$ cat src/rtl/add8_seq_ctrl.sv
// add8_seq_ctrl: byte-serial add/subtract sequencer built around one 8-bit adder.
// A W-bit operation (W = 8*NBYTES) is walked LSB byte first, one byte per clock,
// with a registered carry linking the steps.
// Optional build macro ADD8_SEQ_OVF_EN: adds output ovf, the signed overflow
// of the W-bit result, captured from the MSB byte step.

// Plain 8-bit adder with carry in/out; the sequencer reuses one instance per byte.
module add8 (
    input  logic [7:0] a,
    input  logic [7:0] b,
    input  logic       cin,
    output logic [7:0] s,
    output logic       cout
);

    logic [8:0] sum;

    // Full 9-bit sum so the carry out falls out of the top bit.
    always_comb begin
        sum = {1'b0, a} + {1'b0, b} + {8'b0, cin};
    end

    assign s    = sum[7:0];
    assign cout = sum[8];

endmodule

// state | meaning
// IDLE  | waiting for start; S/cout hold the last result
// RUN   | one byte per clock through add8, LSB first; busy=1
// DONE  | single cycle with done=1; start here chains the next operation
module add8_seq_ctrl #(
    parameter int NBYTES = 4
) (
    input  logic                  clk,
    input  logic                  rst,
    input  logic                  start,
    input  logic                  sub,
    input  logic                  cin,
    input  logic [8*NBYTES-1:0]   A,
    input  logic [8*NBYTES-1:0]   B,
    output logic [8*NBYTES-1:0]   S,
    output logic                  cout,
`ifdef ADD8_SEQ_OVF_EN
    output logic                  ovf,
`endif
    output logic                  busy,
    output logic                  done
);

    localparam int W  = 8 * NBYTES;
    // Keep the index at least one bit wide so NBYTES=1 still elaborates.
    localparam int IW = (NBYTES > 1) ? $clog2(NBYTES) : 1;

    typedef enum logic [1:0] {
        IDLE = 2'd0,
        RUN  = 2'd1,
        DONE = 2'd2
    } state_t;

    state_t        state;
    logic [IW-1:0] idx;
    logic [W-1:0]  a_lat;
    logic [W-1:0]  b_lat;
    logic          sub_lat;
    logic          carry_reg;

    logic [7:0]    a_byte;
    logic [7:0]    b_byte;
    logic [7:0]    b_eff;
    logic [7:0]    s_byte;
    logic          c_byte;

    // Pick the operand bytes addressed by the current step index.
    always_comb begin
        a_byte = '0;
        b_byte = '0;
        for (int i = 0; i < NBYTES; i++) begin
            if (idx == IW'(i)) begin
                a_byte = a_lat[8*i +: 8];
                b_byte = b_lat[8*i +: 8];
            end
        end
    end

    // Subtraction is A + ~B + 1; the +1 comes from carry_reg being preset at start.
    assign b_eff = sub_lat ? ~b_byte : b_byte;

    add8 u_add8 (
        .a    (a_byte),
        .b    (b_eff),
        .cin  (carry_reg),
        .s    (s_byte),
        .cout (c_byte)
    );

    // Sequencer: accepts start in IDLE/DONE, walks the bytes in RUN, pulses done.
    always_ff @(posedge clk) begin
        if (rst) begin
            state     <= IDLE;
            idx       <= '0;
            a_lat     <= '0;
            b_lat     <= '0;
            sub_lat   <= 1'b0;
            carry_reg <= 1'b0;
            S         <= '0;
            cout      <= 1'b0;
`ifdef ADD8_SEQ_OVF_EN
            ovf       <= 1'b0;
`endif
            busy      <= 1'b0;
            done      <= 1'b0;
        end else begin
            done <= 1'b0;
            case (state)
                IDLE, DONE: begin
                    if (start) begin
                        a_lat     <= A;
                        b_lat     <= B;
                        sub_lat   <= sub;
                        carry_reg <= sub ? 1'b1 : cin;
                        idx       <= '0;
`ifdef ADD8_SEQ_OVF_EN
                        ovf       <= 1'b0;
`endif
                        busy      <= 1'b1;
                        state     <= RUN;
                    end else begin
                        state <= IDLE;
                    end
                end

                RUN: begin
                    for (int i = 0; i < NBYTES; i++) begin
                        if (idx == IW'(i)) begin
                            S[8*i +: 8] <= s_byte;
                        end
                    end
                    carry_reg <= c_byte;
                    if (idx == IW'(NBYTES - 1)) begin
                        cout  <= c_byte;
`ifdef ADD8_SEQ_OVF_EN
                        // Carry into the MSB is recovered from its sum bit.
                        ovf   <= (a_byte[7] ^ b_eff[7] ^ s_byte[7]) ^ c_byte;
`endif
                        busy  <= 1'b0;
                        done  <= 1'b1;
                        state <= DONE;
                    end else begin
                        idx <= idx + 1'b1;
                    end
                end

                default: begin
                    busy  <= 1'b0;
                    state <= IDLE;
                end
            endcase
        end
    end

endmodule

$ cat config.mk
export PLATFORM = sky130hd
export DESIGN_NAME = add8_seq_ctrl
export DESIGN_NICKNAME = d
export VERILOG_FILES = /design/src/rtl/add8_seq_ctrl.sv
export SDC_FILE = /design/constraint.sdc
export NUM_CORES = 1
export LEC_CHECK = 0
export BUFFER_PORTS_ARGS = -buffer_cell sky130_fd_sc_hd__buf_2
export CAP_MARGIN = 0
export CORE_MARGIN = 2
export CORE_UTILIZATION = 40
export CTS_CLUSTER_SIZE = 25
export DETAILED_ROUTE_END_ITERATION = 16
export GPL_TIMING_DRIVEN = 0
export HOLD_SLACK_MARGIN = 0.03
export PLACE_DENSITY_LB_ADDON = 0.3
export RECOVER_POWER = 100
export SETUP_SLACK_MARGIN = 0.3
export SYNTH_ARGS = -nofsm -noshare
export SYNTH_HDL_FRONTEND = slang
export SYNTH_HIERARCHICAL = 1
export SYNTH_SLANG_ARGS = --single-unit
$ cat constraint.sdc
create_clock -name clk -period 2.9 [get_ports clk]
set_input_delay 0.58 -clock clk [delete_from_list [all_inputs] [get_ports clk]]
set_output_delay 0.58 -clock clk [all_outputs]
set_load 0.02 [all_outputs]
# ---- Yosys cells after proc, flatten, opt, wreduce, memory -nomap -nowiden
# Index checks and enable logic that the tools add are counted.
dict set report op_classes {
  addsub 3
  n_eq_ne 8
  n_mux 22
  bitwise_logic 2
  reduce_logical 13
}
# cell n
set op_table {}
lappend op_table {{$mux 8} 9}
lappend op_table {{$reduce_and 2->1} 7}
lappend op_table {{$add 8x8->9} 1}
lappend op_table {{$add 9x1->9} 1}
lappend op_table {{$not 8->8} 1}
lappend op_table {{$pmux 2 s2} 2}
lappend op_table {{$eq 2x2->1 const B} 3}
lappend op_table {{$mux 1} 6}
lappend op_table {{$mux 2} 3}
lappend op_table {{$ne 2x2->1 const B} 3}
lappend op_table {{$eq 2x1->1 const B} 2}
lappend op_table {{$logic_not 2->1} 2}
lappend op_table {{$pmux 1 s2} 2}
lappend op_table {{$reduce_or 2->1} 2}
lappend op_table {{$reduce_and 3->1} 1}
lappend op_table {{$add 2x1->2 const B} 1}
lappend op_table {{$reduce_bool 2->1} 1}
lappend op_table {{$not 1->1} 1}
dict set report word_totals {
  ff_bits 105
  input_bits 69
  elab_cells 61
}

# ---- Depth between registers and ports, before layout
dict set report logic_depth {
  ltp_word 10
  depth_mapped 15
  depth_no_buf 13
}

# ---- Hierarchy
# Netlist, hierarchy kept.
# mod instances cells_per_inst area_per_inst_um2 seq_area_each_um2
set by_module_without_submodules {}
lappend by_module_without_submodules {add8_seq_ctrl 1 527 4580.6 2102.0}
lappend by_module_without_submodules {add8 1 40 331.6 0.0}

# ---- Least setup slack after synthesis
# No wires, ideal clock.
dict set report synth_timing {
  kind {register to register}
  startpoint {register idx[0]}
  endpoint {register carry_reg}
  arrival_ns 2.914
  t_required_ns 2.785
  setup_slack_ns -0.129
  path_stages_with_launch 15
  cell_sequence {dfxtp_1 -> inv_1 -> ha_1 -> buf_4 -> buf_2 -> a221oi_1 -> o31ai_1 -> fa_1 -> fa_1 -> a21oi_1 -> o21a_1 -> o21ai_0 -> mux2i_1 -> a21oi_1 -> o21a_1}
}
dict set report synth_via {
  word_cells_on_any_way 17
  classes_between {add/sub: 2; eq/ne: 3; mux: 10; bitwise: 1; reduce/logical: 1}
}
# element line_no
set synth_rtl {}
lappend synth_rtl {{start: declaration} 62} ;# logic [IW-1:0] idx;
lappend synth_rtl {{start signal: assignment} 150} ;# idx <= idx + 1'b1;
lappend synth_rtl {{$logic_not 2->1} 79} ;# if (idx == IW'(i)) begin
lappend synth_rtl {{$mux 8 (3 in series)} 79}
lappend synth_rtl {{$mux 8 (*)} 79}
lappend synth_rtl {{via a_byte[0]} 68} ;# logic [7:0] a_byte;
lappend synth_rtl {{$add 8x8->9 (*)} 20} ;# sum = {1'b0, a} + {1'b0, b} + {8'b0, cin};
lappend synth_rtl {{$add 9x1->9 (*)} 20}
lappend synth_rtl {{via c_byte} 72} ;# logic c_byte;
lappend synth_rtl {{$pmux 1 s2 (*)} 115} ;# case (state)
lappend synth_rtl {{end signal: assignment} 121} ;# carry_reg <= sub ? 1'b1 : cin;
lappend synth_rtl {{end signal: assignment} 139} ;# carry_reg <= c_byte;
lappend synth_rtl {{end: declaration} 66} ;# logic carry_reg;
# The timed path passes the listed nets; every way through them passes the cells marked *.
# A chain may end at the register's enable or synchronous reset.

# ---- Worst setup path in the final report
dict set report layout_timing {
  startpoint {register idx[1]}
  endpoint {register S[5]}
}
dict set report layout_via {
  elab_chain_cells 9
  word_cells_on_any_way 17
  classes_between {add/sub: 2; eq/ne: 3; mux: 9; bitwise: 1; reduce/logical: 2}
}
# element line_no
set layout_lines {}
lappend layout_lines {{$logic_not 2->1} 79}
lappend layout_lines {{$mux 8 (3 in series)} 79}
lappend layout_lines {{$mux 8 (*)} 79}
lappend layout_lines {{$not 8->8} 87} ;# assign b_eff = sub_lat ? ~b_byte : b_byte;
lappend layout_lines {{$mux 8 (*)} 87}
lappend layout_lines {{via b_eff[5]} 70} ;# logic [7:0] b_eff;
lappend layout_lines {{$add 8x8->9 (*)} 20}
lappend layout_lines {{$add 9x1->9 (*)} 20}
lappend layout_lines {{via s_byte[5]} 71} ;# logic [7:0] s_byte;
lappend layout_lines {{end signal: indexed assignment} 136} ;# S[8*i +: 8] <= s_byte;
lappend layout_lines {{end: declaration} 42} ;# output logic [8*NBYTES-1:0] S,
# Marked as above.

==> results.env <==
RR_ENDPOINT='S[5]'
P_INT_mW=2.579
RSZ0062_AT_GRT='yes'
SHARE_CLK_OF_TOTAL_POWER_PCT=34.8
SYNTH_TOP_CELLS_BY_AREA='dfxtp_1 43%, nand2_1 11%, a21oi_1 7.5%, mux2i_1 6.9%, nand3b_4 3.3%'
CRITICAL_PATH.MAX_STAGE_DELAY_NS=0.40
NET-SWITCHING-POWER_mW=1.065
WORST_EP_REQUIRED_TIME_NS=3.12
P_SW_SHARE_PCT=29.23
FLOORPLAN.ROWS=40
FIRST_PASS_ITERS=5
R2R_SETUP_SLACK_NS=-0.17
PLACEABLECOREAREA_UM2=12010
GRT_FIRST_PASS_WIRELENGTH_MM=20.69
GRTUSAGEMET1_PCT=25.54
MUXSHAREOFSYNTHAREA_PCT=6.928
SYNTH-SEQ-CELLS=105
CP_DATA_ARRIVAL_TIME_NS=3.29
POST_DRT_VIA_CELL_RATIO=5.177
DETAILEDPLACEMENTHPWL_MM=9.671
FINALHOLDVIOLCOUNT=0
TIMING.FINAL.WS_SETUP_NS=-0.1731
HTREE_NUM_LEVELS=3
POWER_DENSITY_nW_PER_UM2=578.1
CLOCK_LATENCY_NS=0.35
WORSTPATHMAXFANOUT=8
CTS_MADE_BUFFERS=9
YS_SEQ_AREA_SHARE_PCT=42.79
SEQ_POWER_SHARE_PCT=43.2
INSERTEDDIODECOUNT=0
GR-USAGE-MET2_PCT=34.91
SYNTH_XOR_AREA_SHARE_PCT=2.140
POSTSYNTHNETCOUNT=650
CTS.PATH.MAX_BUFFERS=2
NFILLCELLS=1116
TIMING_WORST_SETUP_PATH_TYPE='register to register'
ROUTEDWLPERCELL_UM=15.69
YOSYS.AREA_SHARE.SIMPLE_PCT=21.83
ROUTE.VIAS.TOTAL=4395
CLK_ROOT_BUFFER_CELL='clkbuf_16'
CTSHOLDBUFFERS=0
WHS_NS=0.4584
GRT_PASS1_VIAS=4176
POST_SYNTH_FA_HA_MAJ_AREA_FRACTION_PCT=3.872
ROUTE.ANTENNA.REMAINING_NETS=0
OUTCOME='finished with violations'
WORST_HOLD_PATH_TYPE='register to register'
WORST_PIN_SLEW_NS=0.6573
SYNTH_TOP_CELL_AREA_SHARE_PCT=42.79
REPORT.FINAL.SETUP_VIOL=19
FINAL_PERIOD_MINUS_WORST_SETUP_SLACK_NS=3.073
COMB_POWER_SHARE_PCT=22.0
PLACE_WS_NS=-0.3027
CELL_TAKING_THE_MOST_AREA_AFTER_SYNTHESIS='dfxtp_1'
CRIT_PATH_MAX_DELAY_FAMILY='compound AO/OA/AOI/OAI gates'
SYN_AREA_PER_CELL_UM2=8.664
MAX_CAP_VIOLATIONS=0
DRT_ITER0_MARKERS=201
REG_TOP3='S (32), a_lat (32), b_lat (32)'
DIE-AREA_UM2=13180
FINAL_MIN_PERIOD_OVER_CLOCK_PERIOD_PCT=106.0
NUMCLOCKSINKS=105
POST_ROUTE_CELLS_DRIVE_ABOVE_1_SHARE_PCT=25.21
DESIGN.FINAL.NETS=780
CRIT_PATH_CELL_TRACE='inv_2, ha_4, buf_6, buf_2, a211oi_4, a221oi_4, xor2_1, ha_1, inv_2, a311o_1, a311o_1, mux2i_1, nor2_1'
R2R_CELLS=13
SYN_TO_FINAL_GROWTH_PCT=28.35
R2R_START='idx[1]'
WHS_ENDPOINT='b_lat[26]'
BUSIEST_LAYER='met2'
TRITONCTS='yes'
FAILED_CHECKS='negative setup slack'
END_KIND='register'
SYNTH_TOP_FAMILY_BY_AREA='simple AND/OR/NAND/NOR gates'
DIEHEIGHT_UM=114.8
CRITPATHLAUNCHTYPE='register'
POWER.STATIC_LEAKAGE_nW=2.759
HP-START='b_lat[26]'
DIEWIDTH_UM=114.8
CLKTRANSATPATHREGS_NS=0.07
CLOCK_SKEW_NS=0.006373
GRT_UTIL_ALL_LAYERS_PCT=19.97
YOSYS.CELL_TYPES.COUNT=40
MAXIMUM_ACHIEVABLE_FREQUENCY_GHz=0.3254
GRT.OVERFLOW.TOTAL=0
YOSYS_WARNINGS=6
GP_CONGESTION=0.8815
CP.BUFFERS_INVERTERS=4
HOLDPATHSTAGES=2
CPMAXSTAGEDELAYCELL='ha_1'
NETLIST_AREA_UM2=4912
INITIAL_UTILIZATION_PCT=40.90
SYNTHCELLS=567
MET3_USAGE_PCT=3.637
INITIAL_ANTENNA_VIOLATION_COUNT=0
DRT_WL_TOTAL_MM=13.32
TIMING_MAX_TRANSITION_VIOLATIONS_FINAL=0
NUMPORTBUFFERS=102
LAYOUT.CELLS.MOST_COMMON_LIST='142 x nand2_1, 103 x dfxtp_1, 76 x buf_2, 71 x a21oi_1, 56 x clkbuf_1'
MAXSLEWHEADROOM_PCT=56.18
TOP_LEVEL_PORTS=104
SYNTH_COMPOUND_AREA_SHARE_PCT=15.89
LAYOUT.CELLS.MOST_COMMON='nand2_1'
GRT_MAX_DEGREE=19
POST-ROUTE-DRC-COUNT=0
IR_DROP_mV=0.3016
## logic make-up after synthesis
family | count (synthesis)
compound gates | 118
mux | 34
flops | 105
fa+ha+maj | 14
xor+xnor | 12
simple gates | 224
buf+inv | 60
## area by class of cell
cell class | instances | area [um2] | area share (%)
buffer | 46 | 286.5 | 4.545
clock inverter | 6 | 72.57 | 1.151
multi-input combinational | 402 | 2748 | 43.58
clock buffer | 10 | 239.0 | 3.790
tap | 147 | 183.9 | 2.917
sequential | 105 | 2107 | 33.42
timing repair buffer | 119 | 615.6 | 9.764
inverter | 14 | 52.55 | 0.8335
## through the flow
| step | std cells | area (um2) | TNS, ns | utilization (%) | power, mW |
|---|---|---|---|---|---|
| final | 849 | 6305 | -1.917 | 52.49 | 3.645 |
| after global routing | 849 | 6305 | -4.527 | 52.49 | 3.784 |
| after CTS | 845 | 6207 | -1.170 | 51.68 | 3.606 |
| after detailed placement | 816 | 5642 | -4.179 | 46.97 | 2.259 |
| after global placement | 816 | 5642 | -3.369 | 46.97 | 2.241 |
| after floorplan | 567 | 4947 | 0 | - | 2.052 |
## Yosys cell counts (all sizes together)
master	number
a21o	2
nand3	4
nor3b	9
xnor2	2
nor4	1
xor2	10
dfxtp	105
o32a	1
o21a	2
o21ai	1
nand3b	13
inv	14
nor2b	11
fa	2
o211ai	1
buf	31
nand4	1
ha	12
nor3	1
a221oi	16
nor2	39
nand2b	2
mux2i	34
o21bai	1
clkbuf	15
nand2	142
o31ai	8
a311o	2
o221a	1
or3b	1
a211oi	8
a21oi	75
## power groups by stage
stage	registers, mW	logic (mW)	clock network, mW
floorplan	1.61	0.441	0
global placement	1.60	0.640	0
detailed placement	1.60	0.655	0
CTS	1.57	0.753	1.28
global route	1.58	0.866	1.33
finish	1.57	0.801	1.27
## routing by layer
layer / vias to the layer above / part of all wire, %
met5: - / 0
met4: 0 / 1.6
met3: 20 / 5.1
met2: 144 / 48
met1: 2058 / 45
li1: 2173 / -
## tightest hold or removal path, stage by stage (launching register included)
cell     delay, ns
dfxtp_1       0.31
nand2_1       0.05
a21oi_1       0.05
## what timing repair did
item | CTS | global route
buffers inserted | 12 | 4
gates cloned | 1 | 0
endpoints found under the hold margin | 0 | 0
gates resized for setup | 28 | 24
pin swaps | 15 | 8
setup endpoints to repair | 30 | 30
## how the worst max path moves through the flow
stage	from	to	slack, ns	depth (start not counted)
final	idx[1]	S[5]	-0.17	13
after floorplan	idx[1]	carry_reg	0.12	15
after CTS	idx[1]	carry_reg	-0.11	15
after global placement	idx[0]	S[12]	-0.26	13
after detailed placement	idx[0]	S[4]	-0.30	13
after global routing	idx[1]	S[4]	-0.28	14
(Power assumes the default switching activity.)
